==> config.mk <==
export PLATFORM = sky130hd
export DESIGN_NAME = score_scheduler_flat
export DESIGN_NICKNAME = d
export VERILOG_FILES = /design/src/rtl/score_scheduler_if.sv /design/src/rtl/score_scheduler.sv /design/src/flat_wrapper.sv
export SDC_FILE = /design/constraint.sdc
export NUM_CORES = 1
export LEC_CHECK = 0
export ABC_AREA = 1
export CAP_MARGIN = 5
export CORE_ASPECT_RATIO = 1.1
export CORE_MARGIN = 2
export CORE_UTILIZATION = 55
export CTS_BUF_LIST = sky130_fd_sc_hd__clkbuf_16
export DETAILED_ROUTE_END_ITERATION = 12
export PLACE_DENSITY = 0.79
export RECOVER_POWER = 25
export SYNTH_ARGS = -nofsm -noshare
export SYNTH_HDL_FRONTEND = slang
export SYNTH_SLANG_ARGS = --single-unit
==> constraint.sdc <==
create_clock -name clk -period 4.07 [get_ports clk]
set_clock_uncertainty 0.15 [all_clocks]
set_input_delay 0.814 -clock clk [delete_from_list [all_inputs] [get_ports clk]]
set_output_delay 0.814 -clock clk [all_outputs]
set_load 0.01 [all_outputs]
==> src/rtl/score_scheduler_if.sv <==
// score_scheduler_if: event, config and score bundle between detectors and the score path
interface score_scheduler_if;
  logic [3:0] i_event;
  logic       i_clear;
  logic       i_freeze;
  logic       i_cfg_we;
  logic [1:0] i_cfg_sel;
  logic [6:0] i_cfg_value;
  logic [9:0] o_score;
  logic [3:0] o_grant;
  logic       o_busy;
  logic       o_drop;
  logic       o_score_max;
  modport master(
    output i_event, i_clear, i_freeze, i_cfg_we, i_cfg_sel, i_cfg_value,
    input  o_score, o_grant, o_busy, o_drop, o_score_max
  );
  modport slave(
    input  i_event, i_clear, i_freeze, i_cfg_we, i_cfg_sel, i_cfg_value,
    output o_score, o_grant, o_busy, o_drop, o_score_max
  );
endinterface

==> src/rtl/score_scheduler.sv <==
// score_scheduler: round-robin drain of per-requester event counters into a saturating score
module score_scheduler #(
  parameter int N_REQ     = 4,
  parameter int PEND_W    = 3,
  parameter int MAX_SCORE = 999,
  parameter int DEF_VALUE = 10
) (
  input logic              clk,
  input logic              rst_n,
  score_scheduler_if.slave bus
);
  localparam logic [1:0] IDLE  = 2'd0;
  localparam logic [1:0] SERVE = 2'd1;
  localparam logic [1:0] HOLD  = 2'd2;
  localparam logic [PEND_W-1:0] PEND_MAX = '1;
  logic [1:0]        state, state_nx;
  logic [PEND_W-1:0] pend [N_REQ];
  logic [PEND_W-1:0] pend_nx [N_REQ];
  logic [6:0]        value [N_REQ];
  logic [1:0]        rr, win;
  logic              found, grant, any_now, any_nx, drop_nx;
  logic [10:0]       sum;
  // first requester with pending events, scanning upward from the rr pointer
  always_comb begin
    win   = rr;
    found = 1'b0;
    for (int k = N_REQ - 1; k >= 0; k--) begin
      if (pend[rr + 2'(k)] != '0) begin
        win   = rr + 2'(k);
        found = 1'b1;
      end
    end
  end
  assign grant = found && state == SERVE && !bus.i_freeze;
  assign sum   = {1'b0, bus.o_score} + {4'd0, value[win]};
  // pending counters: event and grant together cancel; a full counter drops the event
  always_comb begin
    drop_nx = bus.o_drop;
    any_nx  = 1'b0;
    any_now = 1'b0;
    for (int i = 0; i < N_REQ; i++) begin
      pend_nx[i] = pend[i];
      if (bus.i_event[i] && !(grant && win == 2'(i))) begin
        if (pend[i] == PEND_MAX) drop_nx = 1'b1;
        else pend_nx[i] = pend[i] + 1'b1;
      end else if (!bus.i_event[i] && grant && win == 2'(i)) begin
        pend_nx[i] = pend[i] - 1'b1;
      end
      any_nx  = any_nx | (pend_nx[i] != '0);
      any_now = any_now | (pend[i] != '0);
    end
    state_nx = bus.i_freeze ? HOLD : (any_nx && !bus.i_clear) ? SERVE : IDLE;
  end
  assign bus.o_busy      = any_now;
  assign bus.o_score_max = bus.o_score == 10'(MAX_SCORE);
  // registered state, counters, config values and outputs; clear keeps the config values
  always_ff @(posedge clk) begin
    if (!rst_n) begin
      state       <= IDLE;
      rr          <= '0;
      bus.o_score <= '0;
      bus.o_grant <= '0;
      bus.o_drop  <= 1'b0;
      for (int i = 0; i < N_REQ; i++) begin
        pend[i]  <= '0;
        value[i] <= 7'(DEF_VALUE);
      end
    end else begin
      state <= state_nx;
      if (bus.i_cfg_we) value[bus.i_cfg_sel] <= bus.i_cfg_value;
      if (bus.i_clear) begin
        rr          <= '0;
        bus.o_score <= '0;
        bus.o_grant <= '0;
        bus.o_drop  <= 1'b0;
        for (int i = 0; i < N_REQ; i++) pend[i] <= '0;
      end else begin
        pend        <= pend_nx;
        bus.o_drop  <= drop_nx;
        bus.o_grant <= grant ? 4'b0001 << win : 4'b0000;
        if (grant) begin
          rr          <= win + 2'd1;
          bus.o_score <= sum > 11'(MAX_SCORE) ? 10'(MAX_SCORE) : sum[9:0];
        end
      end
    end
  end
endmodule

==> src/flat_wrapper.sv <==
// flat-port wrapper written by rule: the top's interface ports become plain ports
module score_scheduler_flat 
#(
  parameter int N_REQ     = 4,
  parameter int PEND_W    = 3,
  parameter int MAX_SCORE = 999,
  parameter int DEF_VALUE = 10
)
  (clk, rst_n, bus_i_event, bus_i_clear, bus_i_freeze, bus_i_cfg_we, bus_i_cfg_sel, bus_i_cfg_value, bus_o_score, bus_o_grant, bus_o_busy, bus_o_drop, bus_o_score_max);
  score_scheduler_if bus_i ();
  input logic clk;
  input logic rst_n;
  input wire logic [$bits(bus_i.i_event)-1:0] bus_i_event;
  input wire logic [$bits(bus_i.i_clear)-1:0] bus_i_clear;
  input wire logic [$bits(bus_i.i_freeze)-1:0] bus_i_freeze;
  input wire logic [$bits(bus_i.i_cfg_we)-1:0] bus_i_cfg_we;
  input wire logic [$bits(bus_i.i_cfg_sel)-1:0] bus_i_cfg_sel;
  input wire logic [$bits(bus_i.i_cfg_value)-1:0] bus_i_cfg_value;
  output wire logic [$bits(bus_i.o_score)-1:0] bus_o_score;
  output wire logic [$bits(bus_i.o_grant)-1:0] bus_o_grant;
  output wire logic [$bits(bus_i.o_busy)-1:0] bus_o_busy;
  output wire logic [$bits(bus_i.o_drop)-1:0] bus_o_drop;
  output wire logic [$bits(bus_i.o_score_max)-1:0] bus_o_score_max;
  assign bus_i.i_event = bus_i_event;
  assign bus_i.i_clear = bus_i_clear;
  assign bus_i.i_freeze = bus_i_freeze;
  assign bus_i.i_cfg_we = bus_i_cfg_we;
  assign bus_i.i_cfg_sel = bus_i_cfg_sel;
  assign bus_i.i_cfg_value = bus_i_cfg_value;
  assign bus_o_score = bus_i.o_score;
  assign bus_o_grant = bus_i.o_grant;
  assign bus_o_busy = bus_i.o_busy;
  assign bus_o_drop = bus_i.o_drop;
  assign bus_o_score_max = bus_i.o_score_max;
  score_scheduler #(.N_REQ(N_REQ), .PEND_W(PEND_W), .MAX_SCORE(MAX_SCORE), .DEF_VALUE(DEF_VALUE)) u_core (.clk(clk), .rst_n(rst_n), .bus(bus_i));
endmodule
### Word-level counts from Yosys, hierarchy flattened

Memory sizes are Yosys's and may differ from the RTL's.
Cells that the tools add are included.

| word-level totals | value |
|---|---|
| flip-flop bits (word level) | 31 |
| latch bits | 0 |
| RAM bits | 28 |
| bits in read-only memories | 0 |
| word-level logic and storage cells | 147 |
| memories kept | 1 |

Memory list:

| memory | words | bits a word | read ports | clocked after memory_dff | write ports | line | RTL |
|---|---|---|---|---|---|---|---|
| u_core.value | 4 | 7 | 1 | 0 | 4 | score_scheduler.sv:19 | `logic [6:0] value [N_REQ];` |

| cells by class | value |
|---|---|
| $add $sub $neg | 13 |
| $mul | 0 |
| div/mod/pow operators | 0 |
| magnitude comparators | 5 |
| equal/unequal tests | 9 |
| shift-type cells | 1 |
| muxes and demuxes | 50 |
| bitwise gates (word level) | 12 |
| reduce and logical (&&, ||, !) cells | 46 |

Operators with widths:

| cell | count |
|---|---|
| 3-bit 2-to-1 mux | 20 |
| 3-bit nonzero test | 12 |
| 3-bit binary-select mux with 2-bit select | 4 |
| 1-bit logical AND | 19 |
| 1-bit 2-to-1 mux | 18 |
| 3-bit by 1-bit adder with 3-bit output (second input constant) | 4 |
| 3-bit == test (second input constant) | 4 |
| 3-bit greater-or-equal comparator (second input constant) | 4 |
| 2-bit 2-to-1 mux | 6 |
| 2-bit NOT with 3-bit output | 4 |
| 3-bit by 1-bit subtractor with 3-bit output (second input constant) | 4 |
| 10-bit by 7-bit adder with 11-bit output | 1 |
| 11-bit by 10-bit greater-than comparator with 1-bit output (second input constant) | 1 |
| 10-bit == test (second input constant) | 1 |
| 1-bit logical NOT | 10 |
| 10-bit 2-to-1 mux | 1 |
| 7-bit 2-to-1 mux | 1 |
| 7-bit OR reduction | 1 |
| 1-bit bitwise OR | 6 |
| 2-bit by 1-bit adder with 2-bit output (second input constant) | 2 |
| 2-bit adder (second input constant) | 2 |
| 2-bit by 1-bit == test with 1-bit output (second input constant) | 2 |
| 2-bit == test (second input constant) | 2 |
| 2-bit OR reduction | 2 |
| 4 further kinds | 5 |

### Longest topological paths before layout

Gate-level depths: netlist of run 1.

| depth | value |
|---|---|
| depth after elaboration | 23 |
| depth in mapped cells | 31 |
| gate-level depth less buffers | 28 |

### Worst setup path after synthesis of run 1

No wires, ideal clock.

| timing | value |
|---|---|
| path kind | flip-flop to flip-flop |
| from | register u_core.rr[0] |
| to | register u_core.bus.o_score[2] |
| arrival | 3.454 ns |
| data required time | 3.805 ns |
| path slack | 0.351 ns |
| cell stages (with the launch flop) | 30 |
| path buffers | 3 |
| period minus slack after synthesis | 3.719 ns |
| cell sequence | dfxtp_1 buf_6 inv_4 buf_6 nand2_1 nand2_1 nor2_1 nand2_1 nand2_2 nand3_1 a21oi_1 or2_1 nand2_4 inv_4 buf_6 o21ai_1 o22ai_1 ha_1 fa_1 nand3_1 nand2_1 a21oi_1 o21bai_1 nand3_1 nand2_1 xor2_1 nand4_1 nand2_1 o21ai_0 inv_1 |

| between the ends | value |
|---|---|
| longest elaborated chain between the ends | 14 |

Ends and longest elaborated chain:

| item | line | RTL |
|---|---|---|
| from (decl) | score_scheduler.sv:20 | `logic [1:0] rr, win;` |
| from (signal assigned) | score_scheduler.sv:82 | `rr <= win + 2'd1;` |
| 2-bit adder | score_scheduler.sv:28, score_scheduler.sv:29 |  |
| 2-bit NOT with 3-bit output (implied by the code) | score_scheduler.sv:28 | `if (pend[rr + 2'(k)] != '0) begin` |
| 3-bit binary-select mux with 2-bit select | score_scheduler.sv:28 |  |
| 3-bit 2-to-1 mux (implied by the code) (2 in a row) | score_scheduler.sv:28 |  |
| 3-bit nonzero test | score_scheduler.sv:28 |  |
| 2-bit 2-to-1 mux (4 in a row) | score_scheduler.sv:28 |  |
| memory read 4 x 7 bit | - |  |
| 10-bit by 7-bit adder with 11-bit output | score_scheduler.sv:35 | `assign sum = {1'b0, bus.o_score} + {4'd0, value[win]};` |
| 11-bit by 10-bit greater-than comparator with 1-bit output | score_scheduler.sv:83 | `bus.o_score <= sum > 11'(MAX_SCORE) ? 10'(MAX_SCORE) : sum[9:0];` |
| 10-bit 2-to-1 mux | score_scheduler.sv:83 |  |
| to (signal assigned) | score_scheduler.sv:83 |  |
| to (decl) | score_scheduler_if.sv:20 | `output o_score, o_grant, o_busy, o_drop, o_score_max` |

Several ways; a longest one is shown, not always the timed one. The select of a mux whose other input is x is not followed.
A chain may end at the register's enable or synchronous reset.

### Worst setup path in the final report of run 1

| timing | value |
|---|---|
| from | register u_core.rr[0] |
| to | register u_core.bus.o_score[5] |

Same word-level chain as after synthesis.

==> qor.yml, run 1 <==
status: "complete, but fails checks"
violations: "setup timing"
htreeDepth: 3
numPortBuffers: 34
startpoint_type: "flip-flop"
crit_arrival_ns: 4.19
placed_area_sq_um: 4115
path_clk_slew_ns: 0.05
syn_area_sq_um: 3690
synth_seq_cells: 59
yosys-mux-area-fraction_pct: 0
drc: 0
numCtsBuffers: 9
crit_chain: "buf_6 > nand2_1 > nand2_2 > nor2_4 > nand2_2 > nand2_4 > nand3_4 > a21oi_2 > nand2_1 > nand2_4 > inv_8 > o21ai_0 > o22ai_2 > ha_1 > nand2_1 > inv_1 > nand4_1 > o211ai_1 > nand3_1 > xor2_2 > nor2_1 > nand4_1 > buf_6 > a31oi_1"
ys_top_cells_by_count: "nand2_1, nor2_1, inv_1"
routabilityCongestion: 0.9267
grt_pass1_vias: 3230
synthAdderAreaFrac_pct: 8.342
hold_path.class: "reg2reg"
areaGrowthSynthToFinish_pct: 29.06
rsz0062_at_grt: "yes"
grt_max_degree: 19
drt-initial-drc-count: 174
yosys-top-cells-area: "edfxtp_1, dfxtp_1, nand2_1, nor2_1, ha_1"
grt-ovfl-total: 0
timing.final.ws_setup_ns: -0.02193
drv_cap: 0
slowest_stage: "dfxtp_4"
yosys.area.top_type: "edfxtp_1"
synth_warnings: 0
grt_antenna_before_repair: 0
synth-compound-area-share_pct: 7.867
io_pins: 35
p_leak_nw: 2.109
vdd_drop_max_uv: 376.8
totalWireLength_mm: 10.26
nNetsFinal: 591
clockBufferDepth: 2
slew_headroom_pct: 58.61
hold_slack_ns: 0.3751
slew_violations: 0
vias: 3584
num_rows: 31
timing.rr.start: "u_core.rr[0]"
final_area_sq_um: 4762
postSynthAreaPerCell_sq_um: 7.469
grt_util_all_layers_pct: 26.33
synthSimpleGateAreaFrac_pct: 34.55
grt_pass1_wl_mm: 14.86
total_power_mw: 1.815
die_h_um: 89.91
drive_gt1_share_pct: 20.04
powerDensity_nw_per_um2: 381.2
critPathRequiredTime_ns: 4.17
max_stage_delay_ns: 0.37
die_area_sq_um: 7381
end_kind: "flip-flop"
synth_xor_xnor_area_share_pct: 1.899
timing.fmax_mhz: 244.4
min_from: "u_core.bus.o_score[4]"
synthArstFlopShare_pct: 0
synth-edff-count: 28
cts_tree: "yes"
dp.final_hpwl_mm: 6.694
initial_utilization_pct: 56.29
setup_viol: 2
wl_per_cell_um: 16.14
ant_nets: 0
ys_types: 36
die_w_um: 82.10
synth_ff_type: "dfxtp_1"
insertion_delay_ns: 0.34
cp-startpoint: "u_core.rr[0]"
multi_input_area_sq_um: 2147
syn-num-nets: 536
period_share_pct: 100.5
core-area_sq_um: 6555
viasPerCell: 5.635
period_minus_slack_ns: 4.092
final_hold_viol_count: 0
synth_top_area_share_pct: 22.79
cts_hold_buf: 0
root_buffer: "clkbuf_16"
diodes: 0
path_max_fanout: 18
first_pass_iters: 5
seq_area_sq_um: 1470
synth_top_family_by_area: "simple AND/OR/NAND/NOR gates"
synth_cells: 494
yosysMostFrequentCell: "nand2_1"
ys_seq_area_share_pct: 39.61
cts_sinks: 59
tightest_slew_ns: 0.6194
fill_cells: 475
crit_top_cell: "nand2_1"
worstSetupPathType: "reg2reg"
[power breakdown]
part           leakage (nW)  switching, mW  internal (mW)  total [mW]
combinational          1.44          0.225          0.148       0.373
sequential            0.528         0.0146          0.649       0.663
clock                 0.146          0.301          0.477       0.779
total                  2.11          0.541           1.27        1.82
[state kept, by name (all words and copies together), names as in the netlist]
register,flops
u_core.state,2
u_core.rr,2
u_core.value,28
u_core.pend,12
u_core.bus.o_grant,4
u_core.bus.o_score,10
u_core.bus.o_drop,1
[what timing repair did]
action | 4_1_cts | 5_1_grt
gates resized for setup | 4 | 68
pin swaps | 1 | 36
buffers inserted | 1 | 12
setup endpoints to repair | 5 | 10
[stage by stage]
step                cells  util (%)   TNS, ns  setup slack (ns)
CTS                   624     67.59         0           0.09651
finish                636     72.65  -0.03166          -0.02193
floorplan             494         -         0            0.3505
global route          636     72.65    -1.786           -0.2164
detailed placement    607     62.78   -0.1023          -0.04460
global placement      607     62.78         0            0.1368
[per-layer routing]
layer	wire, um	vias to the layer above	global-route usage (%)
met4	291	0	9.861
met1	4005	1668	30.16
met3	593	24	7.731
li1	-	1749	-
met5	0	-	0
met2	5373	143	45.26
[critical path: cells and delay by family (launching register included)]
kind	cells	cell delay (ns)
AOI/OAI and AO/OA	5	0.98
adders and majority gates	1	0.37
DFF	1	0.37
buffers and inverters	4	0.46
xor gates and xnor gates	1	0.22
and+or+nand+nor	13	1.47
[cell families after synthesis]
family | Yosys count
flops | 59
compound gates | 52
simple gates | 284
xor+xnor | 8
buf+inv | 67
fa+ha+maj | 24
[layout by cell type (no fill, tap or decap), types with 2 or more instances in the layout]
cell type        synthesis  final
dfxtp_1                 31     26
inv_2                    2      3
a21oi_1                 11      8
ha_2                     0      2
nand3_2                  6     10
nor2_4                   1      3
a21oi_2                  0      3
o22ai_1                  8      4
xor2_1                   7      6
nor2_1                  87     84
clkinv_4                 0      3
nand2_4                  2      3
nand2_2                  4     16
buf_4                    1     13
nand3_4                  1      3
nand3_1                 39     33
nand2_1                115    102
clkbuf_16                0      9
nor3_1                   9      8
o21ai_2                  0      3
nor2_2                   8      9
o21ai_0                 19     13
o211ai_1                 2      2
clkdlybuf4s50_1          0     24
inv_1                   54     52
ha_1                    23     20
buf_6                    3      6
edfxtp_1                28     28
clkinvlp_4               0      2
inv_6                    0      2
dfxtp_2                  0      4
o21ai_1                  7     10
dlygate4sd3_1            0     10
nand4_1                 10     10
o22ai_2                  0      4
[final timing paths]
path	to	slack, ns	cells past startpoint
setup / recovery	u_core.bus.o_score[5]	-0.02	24
hold / removal	u_core.bus.o_score[4]	0.38	2
setup reg to reg	u_core.bus.o_score[5]	-0.02	24
hold reg to reg	u_core.bus.o_score[4]	0.38	2
[layout make-up]
| cell class | instances | share of cell area, % |
|---|---|---|
| clock buffer | 9 | 4.729 |
| clock inverter | 7 | 1.629 |
| inverter | 58 | 4.913 |
| multi-input combinational | 368 | 45.09 |
| sequential | 59 | 30.87 |
| tap | 82 | 2.154 |
| timing repair buffer | 53 | 10.61 |
Note: power is estimated with default switching activity, not from simulation.
==> inputs of run 2 (changes only) <==
ABC_AREA = not set   (was 1)
==> qor.yml, run 2 <==
yosys.area.top_type: "edfxtp_1"
grt_antenna_before_repair: 0  # unchanged
dp.final_hpwl_mm: 6.365  # -4.9%
status: "complete, but fails checks"
drv_cap: 0  # unchanged
slew_headroom_pct: 25.56  # -33 points
slew_violations: 0  # unchanged
tightest_slew_ns: 1.107  # +0.4877 ns
totalWireLength_mm: 9.393  # -8.5%
syn-num-nets: 428  # -20%
die_w_um: 83.36  # +1.5%
hold_path.class: "reg2reg"
violations: "setup timing"
p_leak_nw: 1.947  # -7.7%
first_pass_iters: 5  # unchanged
clockBufferDepth: 2  # unchanged
grt-ovfl-total: 0  # unchanged
drc: 0  # unchanged
synth_cells: 386  # -22%
synth_warnings: 0  # unchanged
initial_utilization_pct: 57.44  # +1.2 points
final_common_cell: "dfxtp_1"
htreeDepth: 3  # unchanged
nNetsFinal: 486  # -18%
syn_area_sq_um: 3810  # +3.3%
crit_top_cell: "mux2i_2"
drt-initial-drc-count: 291  # +67%
path_clk_slew_ns: 0.06  # about the same
vdd_drop_max_uv: 265.9  # -29%
path_max_fanout: 6  # -12
drive_gt1_share_pct: 19.38  # -0.66 points
period_minus_slack_ns: 4.077  # -0.01540 ns
end_kind: "flip-flop"
synth_seq_cells: 59  # unchanged
numCtsBuffers: 9  # unchanged
total_power_mw: 1.758  # -3.1%
ys_seq_area_share_pct: 38.36  # -1.2 points
setup_viol: 1  # -1
final_cell_mix: "dfxtp_1, buf_4, edfxtp_1, nor2_1, clkdlybuf4s50_1"
worstSetupPathType: "reg2reg"
wl_per_cell_um: 17.69  # +9.6%
grt_pass1_vias: 3085  # -4.5%
synth_top_area_share_pct: 22.07  # -0.72 points
diodes: 0  # unchanged
yosys-top-cells-area: "edfxtp_1, dfxtp_1, ha_1, mux2i_1, and2_1"
numPortBuffers: 34  # unchanged
post-route-util_pct: 73.01  # +0.36 points
grt_pass1_wl_mm: 15.04  # +1.2%
final_hold_viol_count: 0  # unchanged
die_area_sq_um: 7609  # +3.1%
insertion_delay_ns: 0.33  # about the same
grt_util_all_layers_pct: 24.85  # -1.5 points
top_regs: "u_core.value (28), u_core.pend (12), u_core.bus.o_score (10)"
ys_types: 64  # +78%
die_h_um: 91.29  # +1.5%
root_buffer: "clkbuf_16"
crit_arrival_ns: 4.18  # about the same
pre_cts_ws_ns: -0.1395  # -0.09490 ns
powerDensity_nw_per_um2: 363.2  # -4.7%
max_stage_delay_ns: 0.41  # +0.04 ns
vias: 3275  # -8.6%
startpoint_type: "flip-flop"
rsz0062_at_grt: "yes"
synthArstFlopShare_pct: 0  # unchanged
ys_top_cells_by_count: "dfxtp_1, edfxtp_1, mux2i_1, nor2_1, ha_1"
viasPerCell: 6.168  # +9.4%
io_pins: 35  # unchanged
synth-edff-count: 28  # unchanged
postSynthAreaPerCell_sq_um: 9.870  # +32%
hold_slack_ns: 0.4213  # +0.04623 ns
core-area_sq_um: 6633  # +1.2%
period_share_pct: 100.2  # -0.38 points
synth_ff_type: "dfxtp_1"
critPathRequiredTime_ns: 4.17  # about the same
cts_sinks: 59  # unchanged
routabilityCongestion: 0.8786  # -5.2%
slowest_stage: "fa_2"
num_rows: 31  # unchanged
timing.fmax_mhz: 245.3  # +0.38%
largest_reg_flops: 28  # unchanged
yosysMostFrequentCell: "dfxtp_1"
cts_tree: "yes"
regMostFlops: "u_core.value"
grt_max_degree: 18  # -1
areaGrowthSynthToFinish_pct: 27.09
ant_nets: 0  # unchanged
timing.final.ws_setup_ns: -0.006533  # +0.01540 ns
crit_chain: "or3_4 > or3_1 > o21ai_1 > o32a_1 > buf_6 > buf_12 > mux2i_2 > mux2i_2 > fa_2 > a211oi_4 > nor2_4 > o31a_1 > a2111oi_2 > o211ai_1 > buf_4 > a31oi_1"
==> run 2: worst max-delay path: cells and delay by family (launching register included) <==
family,cells,cell delay [ns]
AO/OA/AOI/OAI,7,1.57
AND/OR/NAND/NOR,3,0.74
buffers and inverters,3,0.45
adder cells (fa/ha/maj),1,0.41
multiplexers,2,0.34
flip-flops,1,0.31
==> run 2: report_power, final <==
group	leakage (nW)	switching, mW	internal [mW]
registers	0.525	0.0132	0.649
logic	1.28	0.182	0.152
clock network	0.144	0.285	0.477
total	1.95	0.480	1.28
==> run 2: layer usage <==
| layer | part of all wire, % | GRT usage (%) | wire, um | up-vias |
|---|---|---|---|---|
| met2 | 50 | 42.07 | 4722 | 103 |
| met5 | 0 | 0 | 0 | - |
| met3 | 4.7 | 4.818 | 439 | 19 |
| met1 | 43 | 31.06 | 4021 | 1575 |
| met4 | 2.2 | 10.11 | 209 | 0 |
| li1 | - | - | - | 1578 |
==> run 2: cell type report <==
cell class / count / area, sq um
clock buffers: 9 / 225.2
clock inverters: 7 / 76.32
well taps: 82 / 102.6
fillers: 455 / 1790
multi-input cells: 294 / 2330
inverters: 14 / 52.55
repair buffers: 66 / 593.1
flip-flops and latches: 59 / 1463
==> run 2: kinds of logic after synthesis <==
logic type	synth area share (%)
fa+ha+maj	8.079
buf+inv	3.777
compound gates	19.41
simple gates	20.72
xor+xnor	1.609
flops	38.36
mux	8.046
==> run 2: timing repair <==
item | CTS | global route
buffers inserted | 3 | 7
endpoints found under the setup margin | 9 | 10
pin swaps | 6 | 16
gates resized for setup | 5 | 23
hold buffers | 0 | 0
==> run 2: final timing paths <==
| check | startpoint | endpoint | slack, ns | cells past startpoint |
|---|---|---|---|---|
| hold / removal | u_core.rr[0] | u_core.rr[0] | 0.42 | 2 |
| hold reg to reg | u_core.rr[0] | u_core.rr[0] | 0.42 | 2 |
| setup / recovery | u_core.pend[6] | u_core.bus.o_score[0] | -0.007 | 16 |
| setup reg to reg | u_core.pend[6] | u_core.bus.o_score[0] | -0.007 | 16 |
==> run 2: through the flow <==
step / std cells / cell area, sq um / setup TNS (ns)
2_1_floorplan: 386 / 3836 / 0
3_3_place_gp: 505 / 4353 / 0
3_5_place_dp: 505 / 4353 / -0.8850
4_1_cts: 524 / 4695 / 0
5_1_grt: 531 / 4842 / -0.7271
6_report: 531 / 4842 / -0.006533
==> variant, RTL diff (flow settings as in run 2) <==
Make the reset (`rst_n`) asynchronous in one clocked block.
--- a/src/rtl/score_scheduler.sv
+++ b/src/rtl/score_scheduler.sv
@@ -54,7 +54,7 @@
   assign bus.o_busy      = any_now;
   assign bus.o_score_max = bus.o_score == 10'(MAX_SCORE);
   // registered state, counters, config values and outputs; clear keeps the config values
-  always_ff @(posedge clk) begin
+  always_ff @(posedge clk or negedge rst_n) begin
     if (!rst_n) begin
       state       <= IDLE;
       rr          <= '0;
Behaviour: differs if rst_n is asserted again (counterexample within 4 cycles, from zero or initial values and one cycle with rst_n low); with rst_n held inactive, the same outputs for 4 cycles.
==> variant against run 2 <==
The run ends with max-capacitance violations, max-slew violations, negative setup slack left. Wire length grew 11%. Critical path depth is the same. Synthesized area shrank 2.2%. Setup slack lost 0.20 ns. Maximum frequency shrank 4.6%. Hold slack lost 0.064 ns. Final cell count grew 3.8%. Cell area grew 3.5%. Count of clock-buffer cells in the layout is the same. Sequential cell count is the same. Critical endpoint is now u_core.bus.o_score[2].
Power is not compared: it rests on default switching activity, and its combinational part moved more than twofold at a synthesized area within 25%.
==> variant: results (changes against run 2) <==
<table>
<tr><th>Metric</th><th>Value</th></tr>
<tr><th colspan="2">Min path</th></tr>
<tr><td>Worst hold start</td><td>u_core.value[27]</td></tr>
<tr><th colspan="2">STA</th></tr>
<tr><td>Least setup slack across all paths after layout</td><td>-0.202 ns (-0.195 ns)</td></tr>
<tr><td>Final Slew Violations</td><td>44 (+44)</td></tr>
<tr><td>Slew headroom</td><td>-0.523 (-0.779)</td></tr>
<tr><td>Number of failing setup endpoints in the final timing report</td><td>5 (+4)</td></tr>
<tr><th colspan="2">Yosys</th></tr>
<tr><td>Synth Area in Adders</td><td>0.0826 (+0.00185)</td></tr>
<tr><td>Async set-or-reset flop fraction in the synthesized netlist</td><td>1.00 (+1.00)</td></tr>
<tr><td>Synthesized area per cell</td><td>9.85 µm² (-0.16%)</td></tr>
<tr><td>Nets in the synthesized netlist</td><td>420 (-1.9%)</td></tr>
<tr><td>Leading cell types by total area after synthesis</td><td>dfrtp_1, mux2_2, ha_1</td></tr>
<tr><td>Number of distinct library cell variants in the gate-level netlist after synthesis</td><td>61 (-4.7%)</td></tr>
<tr><th colspan="2">Drt</th></tr>
<tr><td>Number of vias in the routed layout</td><td>3,462 (+5.7%)</td></tr>
<tr><td>Number of DRC violations after detailed-routing iteration 0</td><td>335 (+15%)</td></tr>
<tr><th colspan="2">Placement</th></tr>
<tr><td># placed instances</td><td>516 (+2.2%)</td></tr>
<tr><td>GP Congestion</td><td>0.892 (+1.5%)</td></tr>
<tr><td>Placed Instance Area</td><td>4370 µm² (+0.29%)</td></tr>
<tr><td>Placed wire-length estimate</td><td>6360 µm (-0.12%)</td></tr>
<tr><th colspan="2">Setup path</th></tr>
<tr><td>Cell with the largest stage delay on the worst path</td><td>or3_4</td></tr>
<tr><td>Worst stage delay on the critical path</td><td>0.44 ns (+0.03 ns)</td></tr>
<tr><th colspan="2">GRT</th></tr>
<tr><td>Largest net degree at the start of global routing</td><td>44 (+26)</td></tr>
<tr><td>Total GRT Usage</td><td>0.275 (+0.0267)</td></tr>
<tr><td>Wire length of the first global-routing pass</td><td>15,600 µm (+3.8%)</td></tr>
<tr><th colspan="2">Outcome</th></tr>
<tr><td>Status</td><td>complete, but fails checks</td></tr>
<tr><td>Violations in the final reports</td><td>max-capacitance violations, max-slew violations, negative setup slack</td></tr>
<tr><th colspan="2">Run</th></tr>
<tr><td>Reported max-cap violation count</td><td>1 (+1)</td></tr>
<tr><th colspan="2">Layout</th></tr>
<tr><td>Area taken by flip-flops and latches</td><td>1490 µm² (+1.6%)</td></tr>
</table>
[variant: worst paths after layout]
check | end | cells past startpoint
worst min-delay path | u_core.value[27] | 1
worst min register to register | u_core.value[27] | 1
worst max-delay path | u_core.bus.o_score[2] | 16
worst max register to register | u_core.bus.o_score[2] | 16
min in group asynchronous | u_core.bus.o_score[7] | 1
max in group asynchronous | u_core.pend[8] | 1
[variant: kinds of logic after synthesis]
family / after synthesis
xor+xnor: 7
buf+inv: 30
simple gates: 128
flops: 59
compound gates: 89
mux: 41
fa+ha+maj: 24
[variant: what timing repair did]
item / CTS / global route
hold buffers: 0 / 0
pin swaps: 9 / 21
gates cloned: 1 / 0
endpoints found under the hold margin: 0 / 0
endpoints found under the setup margin: 5 / 7
gates resized for setup: 19 / 24
buffers inserted: 6 / 12
[variant: through the flow]
step / setup TNS (ns) / setup slack (ns) / hold WS [ns]
floorplan: 0 / 0.00297 / 0.321
global placement: -0.0155 / -0.00847 / 0.329
detailed placement: -0.644 / -0.199 / 0.338
CTS: 0 / 0.00466 / 0.360
global route: -1.99 / -0.392 / 0.376
finish: -0.713 / -0.202 / 0.358
[variant: worst reg2reg max path, delay by kind of cell (launching register included)]
kind,cells,cell delay [ns]
AOI/OAI and AO/OA,10,1.95
DFF,1,0.42
buffers and inverters,1,0.16
adders and majority gates,2,0.62
and+or+nand+nor,2,0.63
muxes,1,0.24
[variant: power groups by stage]
stage	logic, mW	clock network [mW]	registers, mW
3_3_place_gp	0.659	0	0.717
6_report	0.924	0.763	0.722
5_1_grt	0.987	0.793	0.727
3_5_place_dp	0.681	0	0.723
4_1_cts	0.758	0.767	0.717
2_1_floorplan	0.442	0	0.716
[variant: per-layer routing]
| layer | track usage | wire length, µm | vias up |
|---|---|---|---|
| met5 | 0 | 0 | - |
| met3 | 0.0410 | 538 | 44 |
| met2 | 0.451 | 5300 | 145 |
| met4 | 0.146 | 501 | 0 |
| met1 | 0.342 | 4050 | 1703 |
| li1 | - | - | 1570 |
[variant: layout make-up]
cell class / count / area share
Clock inverter: 7 / 0.0152
Clock buffer: 9 / 0.0449
Inverter: 19 / 0.0145
Multi-Input combinational cell: 289 / 0.461
Sequential cell: 59 / 0.296
Tap cell: 82 / 0.0205
Timing Repair Buffer: 86 / 0.147
